### src/rtl/fpu_pkg.sv
// Shared FPU definitions: binary32 field widths, exponent bias and the
// packed binary32 layout used by the conversion and arithmetic datapaths.
package fpu_pkg;

  localparam int FP32_BIAS   = 127;
  localparam int FP32_MANT_W = 23;
  localparam int FP32_EXP_W  = 8;

  typedef struct packed {
    logic                   sign;
    logic [FP32_EXP_W-1:0]  exp;
    logic [FP32_MANT_W-1:0] mant;
  } fp32_t;

endpackage

### src/rtl/lzc32.sv
// Combinational 32-bit leading-zero counter. Returns 32 for an all-zero
// input. Shared by itof, ftoi and the adder normalizer.
module lzc32 (
  input  logic [31:0] a_i,
  output logic [5:0]  cnt_o
);

  // Scan upward so the highest set bit determines the final count.
  always_comb begin
    cnt_o = 6'd32;
    for (int i = 0; i < 32; i++) begin
      if (a_i[i]) cnt_o = 6'(31 - i);
    end
  end

endmodule

### src/rtl/itof_pipe.sv
// Three-stage signed int32 -> binary32 converter with valid/ready on both
// sides. Stage 1 takes sign/magnitude, stage 2 normalizes, stage 3 rounds
// (RNE, or truncation when RTZ=1) and holds the result for the consumer.
// Define ITOF_INEXACT_EN to add the registered 'inexact' output.
module itof_pipe
  import fpu_pkg::*;
#(
  parameter int RTZ = 0
) (
  input  logic        clk,
  input  logic        rstn,
  input  logic        in_valid,
  output logic        in_ready,
  input  logic [31:0] x,
  output logic        out_valid,
  input  logic        out_ready,
  output logic [31:0] y
`ifdef ITOF_INEXACT_EN
  ,
  output logic        inexact
`endif
);

  // Exponent of a value whose leading one sits at bit 31.
  localparam logic [7:0] EXP_TOP = 8'(FP32_BIAS + 31);

  logic        v1_q, v2_q, v3_q;
  logic        s1_q, s2_q;
  logic [31:0] mag1_q, mag1_d;
  logic [30:0] norm2_q, norm2_d;
  logic [7:0]  exp2_q, exp2_d;
  logic        zero2_q;
  logic [5:0]  lz;
  fp32_t       y_q, y_d;
  logic        en1, en2, en3;
  logic [22:0] mant;
  logic        guard, sticky, round_up;
  logic [23:0] mant_r;
  logic [7:0]  exp_r;

  // A stage may load when it is empty or its contents move on this edge.
  assign en3      = !v3_q || out_ready;
  assign en2      = !v2_q || en3;
  assign en1      = !v1_q || en2;
  assign in_ready = en1;

  assign out_valid = v3_q;
  assign y         = y_q;

  // 0x80000000 negates to itself, which is exactly the wanted magnitude.
  assign mag1_d = x[31] ? (~x + 32'd1) : x;

  lzc32 u_lzc (
    .a_i   (mag1_q),
    .cnt_o (lz)
  );

  // The leading one is implicit, so only bits below it are carried forward.
  assign norm2_d = mag1_q[30:0] << lz;
  assign exp2_d  = EXP_TOP - {2'b00, lz};

  assign mant     = norm2_q[30:8];
  assign guard    = norm2_q[7];
  assign sticky   = |norm2_q[6:0];
  assign round_up = (RTZ == 0) && guard && (sticky || mant[0]);
  assign mant_r   = {1'b0, mant} + {23'd0, round_up};
  assign exp_r    = exp2_q + {7'd0, mant_r[23]};

  // Pack the rounded result; a zero magnitude always yields +0.
  always_comb begin
    y_d = '0;
    if (!zero2_q) begin
      y_d.sign = s2_q;
      y_d.exp  = exp_r;
      y_d.mant = mant_r[22:0];
    end
  end

  // Stage 1: capture sign and magnitude of an accepted operand.
  always_ff @(posedge clk or negedge rstn) begin
    if (!rstn) begin
      v1_q   <= 1'b0;
      s1_q   <= 1'b0;
      mag1_q <= '0;
    end else if (en1) begin
      v1_q <= in_valid;
      if (in_valid) begin
        s1_q   <= x[31];
        mag1_q <= mag1_d;
      end
    end
  end

  // Stage 2: normalized fraction and biased exponent.
  always_ff @(posedge clk or negedge rstn) begin
    if (!rstn) begin
      v2_q    <= 1'b0;
      s2_q    <= 1'b0;
      norm2_q <= '0;
      exp2_q  <= '0;
      zero2_q <= 1'b0;
    end else if (en2) begin
      v2_q <= v1_q;
      if (v1_q) begin
        s2_q    <= s1_q;
        norm2_q <= norm2_d;
        exp2_q  <= exp2_d;
        zero2_q <= lz[5];
      end
    end
  end

  // Stage 3: rounded result, held while the consumer stalls.
  always_ff @(posedge clk or negedge rstn) begin
    if (!rstn) begin
      v3_q <= 1'b0;
      y_q  <= '0;
    end else if (en3) begin
      v3_q <= v2_q;
      if (v2_q) y_q <= y_d;
    end
  end

`ifdef ITOF_INEXACT_EN
  logic inexact_q;

  assign inexact = inexact_q;

  // Discarded fraction bits flag the result as inexact, regardless of mode.
  always_ff @(posedge clk or negedge rstn) begin
    if (!rstn) begin
      inexact_q <= 1'b0;
    end else if (en3 && v2_q) begin
      inexact_q <= guard || sticky;
    end
  end
`endif

endmodule

### config.mk
export PLATFORM = sky130hd
export DESIGN_NAME = itof_pipe
export DESIGN_NICKNAME = d
export VERILOG_FILES = /design/src/rtl/fpu_pkg.sv /design/src/rtl/lzc32.sv /design/src/rtl/itof_pipe.sv
export SDC_FILE = /design/constraint.sdc
export NUM_CORES = 1
export LEC_CHECK = 0
export CAP_MARGIN = 20
export CORE_MARGIN = 1.5
export CORE_UTILIZATION = 40
export CTS_CLUSTER_DIAMETER = 50
export DETAILED_ROUTE_END_ITERATION = 16
export PLACE_DENSITY = 0.56
export SLEW_MARGIN = 0
export SYNTH_ARGS = -nofsm -noshare
export SYNTH_HDL_FRONTEND = slang
export SYNTH_SLANG_ARGS = --single-unit
### constraint.sdc
create_clock -name clk -period 7.5 [get_ports clk]
set_input_delay 0.75 -clock clk [delete_from_list [all_inputs] [get_ports clk]]
set_output_delay 0.75 -clock clk [all_outputs]
set_load 0.1 [all_outputs]
-- Word level (Yosys, flattened, before mapping)
Index checks and enable logic that the tools add are counted.
- output and inout port bits: 34
- register bits after elaboration: 109
- bits of input ports: 36
- shift operators: 1
- mux-type cells: 34
- reduce and logical (&&, ||, !) cells: 12
- add/sub/neg operators: 4
- bitwise logic cells: 1
- operators with widths (operator ; number):
    2-to-1 mux 6 bit ; 32
    2-to-1 mux 32 bit ; 2
    adder 32 x 1 -> 32 bit, second input constant ; 1
    inverter 32 bit ; 1
    << shifter 31 x 6 -> 31 bit ; 1
    adder 23 x 1 -> 24 bit ; 1
    adder 8 x 1 -> 8 bit ; 1
    subtractor 8 x 6 -> 8 bit, first input constant ; 1
    OR reduction 7 bit ; 1
    AND reduction 2 bit ; 3
    logical OR 1 bit ; 4
    zero test 1 bit ; 3
    logical AND 1 bit ; 1

-- Logic depth before layout (Yosys ltp)
Gate-level depths: netlist (run 1).
- depth after elaboration: 33
- mapped depth: 12

-- Hierarchy
A second synthesis (run 1) with hierarchy kept.
- cell total of the unflattened synthesis: 834
- area total of the unflattened synthesis: 7310.8 um^2
- by module, submodules not included (module ; cells each ; area each (um^2) ; instances):
    itof_pipe ; 769 ; 6942.9 ; 1
    lzc32 ; 65 ; 367.9 ; 1

-- Worst setup path before layout (run 1)
Ideal clock, no wire load.
- kind: flip-flop to flip-flop
- from: reg v3_q, in the netlist out_valid
- to: reg mag1_q[31]
- required time: 7405 ps
- buffers on the path: 2
- arrival: 2962 ps
- setup slack: 4442 ps
- stages on the path, launching flop included: 8
- cells stage by stage: dfrtp_1 -> nor2b_1 -> nand3_1 -> nand2_1 -> clkbuf_1 -> clkbuf_1 -> nand2_1 -> o31ai_1
- word-level cells in the longest chain between the ends: 5
- RTL lines (item ; RTL line ; source):
    from (decl) ; itof_pipe.sv:27 ; logic v1_q, v2_q, v3_q;
    from (signal assigned) ; itof_pipe.sv:119 ; v3_q <= v2_q;
    zero test 1 bit ; itof_pipe.sv:42 ; assign en3 = !v3_q || out_ready;
    logical OR 1 bit ; itof_pipe.sv:42 ;
    logical OR 1 bit ; itof_pipe.sv:43 ; assign en2 = !v2_q || en3;
    logical OR 1 bit ; itof_pipe.sv:44 ; assign en1 = !v1_q || en2;
    net in_ready ; itof_pipe.sv:13 ; output logic in_ready,
    AND reduction 2 bit (no source line) ; n/a ;
    to (signal assigned) ; itof_pipe.sv:89 ; mag1_q <= mag1_d;
    to (decl) ; itof_pipe.sv:29 ; logic [31:0] mag1_q, mag1_d;
The timed path passes the listed nets, and every way through them passes these cells.
A chain may end at the register's enable or synchronous reset.

-- Worst setup path in the final report (run 1)
- from: reg mag1_q[15]
- to: reg norm2_q[28]
- word-level cells in the longest chain between the ends: 18
- RTL lines (item ; RTL line ; source):
    2-to-1 mux 6 bit (17 in series) ; lzc32.sv:12 ; if (a_i[i]) cnt_o = 6'(31 - i);
    << shifter 31 x 6 -> 31 bit (*) ; itof_pipe.sv:59 ; assign norm2_d = mag1_q[30:0] << lz;
    to (signal assigned) ; itof_pipe.sv:106 ; norm2_q <= norm2_d;
    to (decl) ; itof_pipe.sv:30 ; logic [30:0] norm2_q, norm2_d;
Mark *: on every way between the ends. The rest lies on a longest branch, timed or not.

==> flow_metrics.tcl, run 1 <==
set metrics [dict create \
    setup_violations 0 \
    final_area_mm2 0.00864 \
    holdBufCountCts 0 \
    p_clk_share_pct 16.5 \
    post_drt_wl_per_cell_um 18.1 \
    clock-sinks 109 \
    yosysTopAreaCell "dfrtp_1" \
    htree_levels 3 \
    vdd_drop_max_v 0.000108 \
    p_int_w 0.00153 \
    relSlewSlack_pct 28.8 \
    synthMuxAreaShare_pct 7.20 \
    grt_antenna_before_repair 0 \
    yosys_register_bits 109 \
    ys.flop_type "dfrtp_1" \
    fmax_ghz 0.255 \
    synth_area_leaders "dfrtp_1 (36%), nand2_1 (7.9%), o21ai_0 (5.8%)" \
    drive_gt1_share_pct 6.30 \
    seq_area_frac_synth_pct 35.8 \
    worst_ep_required_time_ns 7.73 \
    grt_pass1_vias 6185 \
    syn_area_mm2 0.00761 \
    dieArea_mm2 0.0199 \
    start_util_pct 40.7 \
    post-place-ws_ns 3.69 \
    min_period_ns 3.92 \
    ios 70 \
    antenna_cells 0 \
    cp.buffers_inverters 1 \
    crit_type "register to register" \
    dp_hpwl_um 15600 \
    drcViolationCount 0 \
    core_area_mm2 0.0187 \
    final.setup.tns_ns 0 \
    overflow 0 \
    postCtsSetupBuffers 0 \
    placedCellCount 1154 \
    synth_top_area_share_pct 35.8 \
    p_seq_share_pct 32.1 \
    finalNonFillerCells 1170 \
    syn_to_final_growth_pct 13.5 \
    tritoncts "done" \
    drt-vias-per-instance 5.86 \
    fin_skew_ns 0.00976 \
    vias 6857 \
    cp_top_family "compound AO/OA/AOI/OAI gates" \
    yosysWarnings 0 \
    fp.dieH_um 141 \
    hold_viol_final 0 \
    power_per_cell_area_mw_per_mm2 352 \
    switchingPower_w 0.00151 \
    slew_violations 0 \
    placed_cell_area_mm2 0.00833 \
    synthArstFlopShare_pct 100 \
    die_w_um 141 \
    synth_compound_area_share_pct 22.7 \
    holdCritPathClass "input pin to asynchronous set/reset pin" \
    worstMarginPinSlew_ns 1.07 \
    power.total_w 0.00304 \
    totalWireLength_um 21200 \
    syn_inst 921 \
    combPwrFrac_pct 51.4 \
    rows 50 \
    power.leakage_nw 3.42 \
    syn_area_per_cell_um2 8.27 \
    crit_slowest_cell "and2_1" \
    ctsRootBufferMaster "clkbuf_16" \
    synth_top_family_by_area "compound AO/OA/AOI/OAI gates" \
    synth-xor-area-share_pct 6.79 \
    post-route-period-util_pct 52.3 \
    detail-route-antenna-nets 0 \
    first_pass_iters 5 \
    fin_nets 972 \
    status "finished clean" \
    ys_types 65 \
    arrival_ns 4.15 \
    crit_chain "or4_4 > a2111oi_4 > buf_4 > and2_1 > o21ai_1 > a22oi_1 > o22ai_1 > a221oi_1 > a31oi_1" \
    yosys.cell_count.top_type "nand2_1" \
    ctsResizeCount 0 \
    synth_fp_nets 962 \
    grt_pass1_wl_um 34100 \
    grt_max_degree 66 \
    worstSetupStartpointType "register" \
    cts_buffers 9 \
    port_buffers 69 \
    crit_fanout 22 \
    clock_latency_ns 0.36 \
    worst_path_largest_cell_delay_ns 0.62 \
    setup_ws_ns 3.58 \
    drt_iter0_drc 706 \
    swShare_pct 49.8 \
    track_usage_pct 21.7 \
    gp_congestion 0.896 \
    synthSimpleGateAreaFrac_pct 21.2 \
    clk_pin_slew_ns 0.08 \
    clockBufferDepth 2 \
    cap_viol_max_count 0 \
    synth_fa_ha_area_share_pct 0.822 \
    cp-end-kind "register" \
    yosys-top-cells-count "nand2_1 (161), dfrtp_1 (109), o21ai_0 (88)" \
    grt_setup_unrepaired "false" \
    synth_edf_count 0 \
]
worst reg2reg max path, cell delays in order, from the launching register on:
cell	delay [ns]
dfrtp_1	0.50
or4_4	0.61
a2111oi_4	0.35
buf_4	0.30
and2_1	0.62
o21ai_1	0.48
a22oi_1	0.30
o22ai_1	0.20
a221oi_1	0.33
a31oi_1	0.12
cell type report:
| class | count | area, um2 |
|---|---|---|
| fillers | 1957 | 10100 |
| multi-input cells | 717 | 4480 |
| flip-flops and latches | 109 | 2730 |
| repair buffers | 80 | 771 |
| well taps | 234 | 293 |
| clock buffers | 11 | 243 |
| clock inverters | 5 | 66.3 |
| inverters | 14 | 55.1 |
sequential cells by signal (all words and copies together), names as in the netlist:
register and count:
v1_q 1, zero2_q 1, v2_q 1, norm2_q 31, y 32, exp2_q 8, out_valid 1, s1_q 1
s2_q 1, mag1_q 32
power by group through the flow:
stage                     clock [W]  combinational, W  sequential (W)
after floorplan                   0          0.000748         0.00138
after global placement            0           0.00156        0.000979
after detailed placement          0           0.00156        0.000987
after CTS                  0.000516           0.00156        0.000975
after global routing       0.000537           0.00166         0.00101
final                      0.000502           0.00156        0.000975
final timing paths:
path,slack [ns],endpoint,cells past startpoint,start
worst min-delay path,0.44,y[31]$_DFFE_PN0P_,1,rstn
max in group asynchronous,5.88,mag1_q[11]$_DFFE_PN0P_,2,rstn
worst min register to register,0.48,y[22]$_DFFE_PN0P_,2,y[22]$_DFFE_PN0P_
worst max register to register,3.58,norm2_q[28]$_DFFE_PN0P_,9,mag1_q[15]$_DFFE_PN0P_
min in group clk,0.48,y[22]$_DFFE_PN0P_,2,y[22]$_DFFE_PN0P_
worst max-delay path,3.58,norm2_q[28]$_DFFE_PN0P_,9,mag1_q[15]$_DFFE_PN0P_
routing by layer:
metal / global-route usage [%] / wire length [um] / part of all wire (%) / vias to the layer above
met1: 30.2 / 9920 / 47 / 3194
met5: 0 / 0 / 0 / -
met4: 8.61 / 623 / 2.9 / 0
met2: 34.0 / 9610 / 45 / 250
li1: - / - / - / 3372
met3: 2.92 / 1070 / 5.0 / 41
cell usage in the layout (no fill, tap or decap), types with 24 or more instances in the layout:
master	synthesis	routed
a22oi_1	31	31
nand3_1	24	24
o21ai_0	88	88
nor2_1	49	49
mux2i_1	33	33
clkdlybuf4s50_1	0	68
nand4_1	25	25
dfrtp_1	109	109
nand2_1	161	160
xor2_1	50	50
a21oi_1	29	29
stage by stage:
step | hold WS, ns | utilization [%]
final | 0.440 | 46.2
after global routing | 0.496 | 46.2
after CTS | 0.483 | 46.2
after detailed placement | 0.465 | 44.5
after global placement | 0.460 | 44.5
after floorplan | 0.433 | -
kinds of logic after synthesis:
logic type / count (synthesis)
AOI/OAI and AO/OA: 260
xor gates and xnor gates: 59
adders and majority gates: 5
buffers and inverters: 95
DFF: 109
muxes: 51
and+or+nand+nor: 342
No activity file was read; power rests on OpenSTA's default activity.
==> inputs of run 2 (changes only) <==
--- a/config.mk
+++ b/config.mk
@@ -10,7 +10,7 @@
 export CORE_UTILIZATION = 40
 export CTS_CLUSTER_DIAMETER = 50
 export DETAILED_ROUTE_END_ITERATION = 16
-export PLACE_DENSITY = 0.56
+export PLACE_DENSITY = 0.58
 export SLEW_MARGIN = 0
 export SYNTH_ARGS = -nofsm -noshare
 export SYNTH_HDL_FRONTEND = slang
==> constraint.sdc (replaced) <==
create_clock -name clk -period 3.2 [get_ports clk]
set_input_delay 0.32 -clock clk [delete_from_list [all_inputs] [get_ports clk]]
set_output_delay 0.32 -clock clk [all_outputs]
set_load 0.1 [all_outputs]
==> flow_metrics.tcl, run 2 (synthesis gave the netlist of run 1 again) <==
set metrics [dict create \
    status "finished clean" \
    fmax_ghz 0.324 \
    whs_ns 0.0913 \
    post_drt_wl_per_cell_um 17.4 \
    postCtsSetupBuffers 0 \
    htree_levels 3 \
    power.total_w 0.00741 \
    final_common_cell "nand2_1" \
    vias 6999 \
    gp_congestion 0.896 \
    cp-end-kind "register" \
    min_period_ns 3.08 \
    fin_nets 1025 \
    tritoncts "done" \
    cp_top_family "compound AO/OA/AOI/OAI gates" \
    grt_setup_unrepaired "false" \
    syn_to_final_growth_pct 19.5 \
    cp.buffers_inverters 1 \
    totalWireLength_um 21300 \
    fp.dieH_um 141 \
    worstMarginPinSlew_ns 0.983 \
    switchingPower_w 0.00361 \
    clock_latency_ns 0.36 \
    clockBufferDepth 2 \
    r2r_start "mag1_q[18]$_DFFE_PN0P_" \
    antenna_cells 0 \
    grt_max_degree 77 \
    clk_pin_slew_ns 0.08 \
    cts_buffers 9 \
    multi_input_area_mm2 0.00451 \
    cap_viol_max_count 0 \
    die_w_um 141 \
    drcViolationCount 0 \
    crit_fanout 9 \
    grt_pass1_vias 6573 \
    worst_ep_required_time_ns 3.49 \
    holdCritPathClass "input pin to asynchronous set/reset pin" \
    p_seq_share_pct 29.7 \
    swShare_pct 48.7 \
    power_per_cell_area_mw_per_mm2 814 \
    grt_antenna_before_repair 0 \
    startpoint "mag1_q[18]$_DFFE_PN0P_" \
    track_usage_pct 22.2 \
    clock-sinks 109 \
    power.leakage_nw 3.69 \
    crit_chain "nor4_2 > o2111ai_1 > and2_2 > o21ai_2 > buf_4 > nand4_1 > o31ai_1 > o22a_1" \
    worst_path_largest_cell_delay_ns 0.54 \
    ctsRootBufferMaster "clkbuf_16" \
    start_util_pct 40.7 \
    crit_type "register to register" \
    fin_util_pct 48.6 \
    final_area_mm2 0.00910 \
    placed_cell_area_mm2 0.00872 \
    p_clk_share_pct 17.2 \
    grt_pass1_wl_um 35300 \
    p_int_w 0.00380 \
    detail-route-antenna-nets 0 \
    holdBufCountCts 0 \
    relSlewSlack_pct 34.3 \
    dieArea_mm2 0.0199 \
    overflow 0 \
    setup_violations 0 \
    fin_skew_ns 0.00916 \
    mostFrequentLayoutCells "nand2_1 (160), dfrtp_1 (109), o21ai_0 (88)" \
    combPwrFrac_pct 53.1 \
    vdd_drop_max_v 0.000261 \
    final.setup.tns_ns 0 \
    drt_iter0_drc 541 \
    worstSetupStartpointType "register" \
    crit_slowest_cell "nor4_2" \
    seqCellArea_mm2 0.00273 \
    drive_gt1_share_pct 12.1 \
    dp_hpwl_um 16100 \
    nFillCells 1841 \
    drt-vias-per-instance 5.72 \
    slew_violations 0 \
    rows 50 \
    arrival_ns 3.38 \
    first_pass_iters 5 \
    port_buffers 69 \
    post-route-period-util_pct 96.3 \
    core_area_mm2 0.0187 \
    hold_viol_final 0 \
    ios 70 \
]
-- run 2: layout make-up --
cell class	count	share of cell area (%)
clock inverter	7	1.27
inverter	14	0.605
tap	234	3.22
clock buffer	9	2.48
timing repair buffer	133	12.9
sequential	109	30.0
multi-input combinational	717	49.6
-- run 2: power by group through the flow --
stage                     Sequential, W  Combinational, W  Clock (W)
after detailed placement        0.00223           0.00389          0
after global placement          0.00222           0.00389          0
after CTS                       0.00220           0.00391    0.00130
after global routing            0.00227           0.00419    0.00136
after floorplan                 0.00324           0.00175          0
final                           0.00220           0.00393    0.00127
-- run 2: worst paths after layout --
check | to | slack [ns] | depth (start not counted)
max | norm2_q[16]$_DFFE_PN0P_ | 0.12 | 8
min | y[24]$_DFFE_PN0P_ | 0.09 | 1
max reg2reg | norm2_q[16]$_DFFE_PN0P_ | 0.12 | 8
min reg2reg | norm2_q[2]$_DFFE_PN0P_ | 0.47 | 2
max in group asynchronous | mag1_q[11]$_DFFE_PN0P_ | 2.27 | 2
min in group clk | norm2_q[2]$_DFFE_PN0P_ | 0.47 | 2
-- run 2: timing repair --
action,CTS,global route
pin swaps,0,1
setup endpoints to repair,14,24
resized for setup,2,7
-- run 2: stage by stage --
stage	worst slack, ns	std cells
floorplan	0.142	921
global placement	-0.0668	1207
detailed placement	-0.0410	1207
CTS	0.0317	1223
global route	0.00834	1223
finish	0.117	1223
-- run 2: metal layers --
| layer | track usage [%] | wire length [um] | share of wire, % | vias up |
|---|---|---|---|---|
| met5 | 0 | 0 | 0 | - |
| met4 | 10.1 | 698 | 3.3 | 0 |
| met3 | 2.65 | 901 | 4.2 | 38 |
| met2 | 34.6 | 9740 | 46 | 234 |
| met1 | 31.0 | 9970 | 47 | 3254 |
| li1 | - | - | - | 3473 |
==> inputs of run 3 (changes only) <==
--- a/config.mk
+++ b/config.mk
@@ -11,6 +11,7 @@
 export CTS_CLUSTER_DIAMETER = 50
 export DETAILED_ROUTE_END_ITERATION = 16
 export PLACE_DENSITY = 0.58
+export REMOVE_ABC_BUFFERS = 1
 export SLEW_MARGIN = 0
 export SYNTH_ARGS = -nofsm -noshare
 export SYNTH_HDL_FRONTEND = slang
==> flow_metrics.tcl, run 3 (synthesis gave the netlist of run 1 again) <==
set metrics [dict create \
    holdCritPathClass "register to register" \
    clock_latency_ns 0.36 \
    drive_gt1_share_pct 12.2 \
    ios 70 \
    post_drt_wl_per_cell_um 17.0 \
    drcViolationCount 0 \
    dieArea_mm2 0.0199 \
    min_period_ns 3.05 \
    fin_skew_ns 0.00577 \
    grtUsageMet1_pct 30.6 \
    vias 7006 \
    drt-vias-per-instance 5.70 \
    die_w_um 141 \
    setup_violations 0 \
    detail-route-antenna-nets 0 \
    cp-end-kind "register" \
    core_area_mm2 0.0187 \
    status "finished clean" \
    met3_usage_pct 2.65 \
    fmax_ghz 0.327 \
    clock-sinks 109 \
    dp_hpwl_um 15700 \
    use_met2_pct 34.2 \
    hold_viol_final 0 \
    post-place-ws_ns 0.0145 \
    cts_buffers 9 \
    rows 50 \
    post-route-period-util_pct 95.5 \
    grt_setup_unrepaired "false" \
    arrival_ns 3.27 \
    ctsRootBufferMaster "clkbuf_16" \
    first_pass_iters 5 \
    relSlewSlack_pct 35.0 \
    clockBufferDepth 2 \
    cap_viol_max_count 0 \
    whs_ns 0.464 \
    clk_pin_slew_ns 0.08 \
    busiest_layer "met2" \
    postCtsSetupBuffers 0 \
    worst_ep_required_time_ns 3.42 \
    grt_max_degree 60 \
    fin_nets 1032 \
    crit_fanout 25 \
    grt_antenna_before_repair 0 \
    grt_pass1_vias 6456 \
    gp_congestion 0.959 \
    crit_type "register to register" \
    start_util_pct 40.7 \
    power_per_cell_area_mw_per_mm2 800 \
    htree_levels 3 \
    track_usage_pct 21.7 \
    fp.dieH_um 141 \
    slew_violations 0 \
    syn_to_final_growth_pct 20.2 \
    totalWireLength_um 20900 \
    tritoncts "done" \
    drt_iter0_drc 616 \
    port_buffers 69 \
    grt_pass1_wl_um 34600 \
    mostFrequentLayoutCells "nand2_1 (160), dfrtp_1 (109), o21ai_0 (88)" \
    antenna_cells 0 \
    overflow 0 \
    final_common_cell "nand2_1" \
    setup_ws_ns 0.145 \
    vdd_drop_max_v 0.000304 \
    worstMarginPinSlew_ns 0.973 \
    worstSetupStartpointType "register" \
    power.leakage_nw 3.73 \
]
-- run 3: worst paths after layout --
| kind | startpoint | endpoint | slack, ns | cells after the start |
|---|---|---|---|---|
| max | mag1_q[17]$_DFFE_PN0P_ | norm2_q[30]$_DFFE_PN0P_ | 0.15 | 9 |
| min | s1_q$_DFFE_PN0P_ | s2_q$_DFFE_PN0P_ | 0.46 | 2 |
| max reg2reg | mag1_q[17]$_DFFE_PN0P_ | norm2_q[30]$_DFFE_PN0P_ | 0.15 | 9 |
| min reg2reg | s1_q$_DFFE_PN0P_ | s2_q$_DFFE_PN0P_ | 0.46 | 2 |
| max in group asynchronous | rstn | mag1_q[0]$_DFFE_PN0P_ | 1.94 | 3 |
| min in group asynchronous | rstn | y[26]$_DFFE_PN0P_ | 0.52 | 2 |
-- run 3: routing by layer --
layer / vias up / wire [um]
met3: 28 / 923
met5: - / 0
met2: 211 / 9530
met1: 3276 / 9920
li1: 3491 / -
met4: 0 / 485
-- run 3: timing repair --
| item | CTS | global route |
|---|---|---|
| endpoints found under the hold margin | 1 | 0 |
| resized for setup | 1 | 2 |
| pin swaps | 0 | 1 |
| setup endpoints to repair | 1 | 9 |
| hold buffers | 1 | 0 |
-- run 3: stage by stage --
stage          std cells  util, %  power [W]  instance area (um2)  TNS (ns)
6_report            1230     48.9    0.00732                 9150         0
2_1_floorplan        840        -    0.00487                 7250    -49.58
5_1_grt             1230     48.9    0.00773                 9150         0
3_5_place_dp        1213     47.2    0.00612                 8820         0
3_3_place_gp        1213     47.2    0.00609                 8820         0
4_1_cts             1230     48.9    0.00733                 9140         0
-- run 3: cell type report --
| class | count | area, um2 |
|---|---|---|
| fill | 1869 | 9550 |
| multi-input combinational | 717 | 4500 |
| sequential | 109 | 2730 |
| timing repair buffer | 140 | 1270 |
| tap | 234 | 293 |
| clock buffer | 10 | 229 |
| clock inverter | 6 | 78.8 |
| inverter | 14 | 55.1 |
-- run 3: report_power, final --
part	internal, W	switching (W)
registers	0.00180	0.000402
clock network	0.000626	0.000577
logic	0.00130	0.00261
-- run 3: critical path: stages (launching register included) --
cell	delay, ns
dfrtp_1	0.42
or4_1	0.50
or3_1	0.34
a31oi_2	0.24
o21a_2	0.22
buf_12	0.18
mux2_2	0.37
mux2_2	0.32
a22oi_1	0.20
o211ai_1	0.11
==> RTL change (flow settings as in run 1) <==
Add a define of `ITOF_INEXACT_EN`.
--- a/src/rtl/itof_pipe.sv
+++ b/src/rtl/itof_pipe.sv
@@ -4,2 +4,4 @@
 // Define ITOF_INEXACT_EN to add the registered 'inexact' output.
+`define ITOF_INEXACT_EN
+
 module itof_pipe
Behaviour (old outputs only; new: inexact): unchanged (Yosys induction, for registers that start in step).
==> RTL change against run 1 <==
Area after synthesis is 4.8% lower; total power is 1.1% lower; design area is 4.1% lower; worst setup slack better by 0.48 ns; first-iteration DRC count is 26% lower; sequential cell count is 1 higher; routed wire length is 6.9% lower; critical path type unchanged; largest power group unchanged; highest routed layer unchanged.
==> RTL change: results (changes against run 1) <==
set qor(share_of_the_synthesized_area_in_compound_gates_ao_oa_aoi_oai) 0.205 ;# -0.0223
set qor(dpl_worst_slack_ns) 3.73 ;# +0.0374 ns
set qor(first_pass_grt_wire_length_um) 32400 ;# -5.1%
set qor(hpwlAfterDp_um) 15100 ;# -3.5%
set qor(global_route.usage.met1) 0.297 ;# -0.00559
set qor(ys_seq_area_frac) 0.380 ;# +0.0217
set qor(clock_tree.htree_level_count) 3 ;# unchanged
set qor(grt_max_degree) 66 ;# unchanged
set qor(share_of_cell_area_taken_by_muxes_after_synthesis) 0.0919 ;# +0.0199
set qor(gr-usage-met2) 0.372 ;# +0.0312
set qor(finalWeightedCongestion) 0.872 ;# -2.7%
set qor(detailed_routing_wirelength_on_met1_um) 9200 ;# -7.3%
set qor(all_layer_gr_usage) 0.221 ;# +0.00400
set qor(post_route_cells_drive_above_1_share) 0.0590 ;# -0.00401
set qor(grt_antenna_before_repair) 0 ;# unchanged
set qor(first_global_vias) 6011 ;# -2.8%
set qor(synth_cell_type_count) 79 ;# +22%
set qor(synth_xor_xnor_area_share) 0.0701 ;# +0.00225
set qor(wl_per_cell_um) 17.8 ;# -1.9%
set qor(final_nets) 919 ;# -5.5%
set qor(post_synth_fa_ha_maj_area_fraction) 0.0104 ;# +0.00215
set qor(path_max_fanout) 26 ;# +18%
set qor(clock-skew-final_ns) 0.00774 ;# -0.00202 ns
set qor(critPathSlowestCell) {sky130_fd_sc_hd__o21ai_4}
set qor(wl_met3_um) 729 ;# -32%
set qor(run_status) {completed}
set qor(startpoint) {mag1_q[2]$_DFFE_PN0P_}
set qor(viasPerCell) 5.60 ;# -4.4%
set qor(synth.top_cells.by_area) {sky130_fd_sc_hd__dfrtp_1 38%, sky130_fd_sc_hd__nand2_1 7.8%, sky130_fd_sc_hd__mux2i_1 6.9%}
set qor(detailroute.wirelength.met2_um) 9530 ;# -0.85%
set qor(static-leakage-power_nw) 3.37 ;# -1.4%
set qor(crit_path_max_incr_delay_ns) 0.74 ;# +0.12 ns
set qor(max-slew-margin-rel) 0.324 ;# +0.0355
set qor(postSynthNetCount) 884 ;# -8.1%
set qor(netlist_top_cells_count) {150 x sky130_fd_sc_hd__nand2_1, 110 x sky130_fd_sc_hd__dfrtp_1, 94 x sky130_fd_sc_hd__o21ai_0}
set qor(detail_route.iter0.violations) 519 ;# -26%
set qor(worst_ir_drop_vdd_v) 0.000275 ;# +160%
set qor(dr.pass1.iters) 6 ;# +1
set qor(port_buffers) 70 ;# +1.4%
set qor(final.fill_count) 1718 ;# -12%
set qor(grt.met3_usage) 0.0283 ;# -0.000882
set qor(worstPathArrival_ns) 3.67 ;# -0.48 ns
-- RTL change: cell type report --
cell class                      instances  area (sq um)  share of cell area
Timing Repair Buffer                   75           736              0.0888
Clock inverter                          4          31.3             0.00378
Inverter                               18          75.1             0.00906
Multi-Input combinational cell        663          4160               0.502
Clock buffer                           11           243              0.0293
Tap cell                              229           287              0.0346
Sequential cell                       110          2750               0.332
-- RTL change: power breakdown --
part | internal, mW | switching, mW
clock | 0.236 | 0.227
sequential | 0.777 | 0.196
combinational | 0.490 | 1.09
-- RTL change: worst paths after layout --
kind | to | cells past startpoint | slack [ns]
worst min register to register | norm2_q[1]$_DFFE_PN0P_ | 2 | 0.48
worst max-delay path | norm2_q[29]$_DFFE_PN0P_ | 8 | 4.06
worst max register to register | norm2_q[29]$_DFFE_PN0P_ | 8 | 4.06
min in group clk | norm2_q[1]$_DFFE_PN0P_ | 2 | 0.48
worst min-delay path | y[28]$_DFFE_PN0P_ | 1 | 0.42
max in group asynchronous | norm2_q[25]$_DFFE_PN0P_ | 2 | 5.91
-- RTL change: kinds of logic after synthesis --
group	Yosys count
AOI/OAI and AO/OA	226
xor gates and xnor gates	58
adders and majority gates	6
buffers and inverters	69
DFF	110
muxes	62
and+or+nand+nor	311
-- RTL change: per-stage QoR --
step / area, sq um / instances / power (mW)
after CTS: 8280 / 1110 / 3.03
after global placement: 8010 / 1095 / 2.54
final: 8280 / 1110 / 3.01
after detailed placement: 8010 / 1095 / 2.56
after global routing: 8280 / 1110 / 3.20
after floorplan: 7240 / 842 / 2.14
-- RTL change: critical path: cells and delay by family, from the launching register on --
kind             cells  cell delay (ns)
AND/OR/NAND/NOR      2             0.74
flip-flops           1             0.48
multiplexers         2             0.58
AO/OA/AOI/OAI        4             1.51
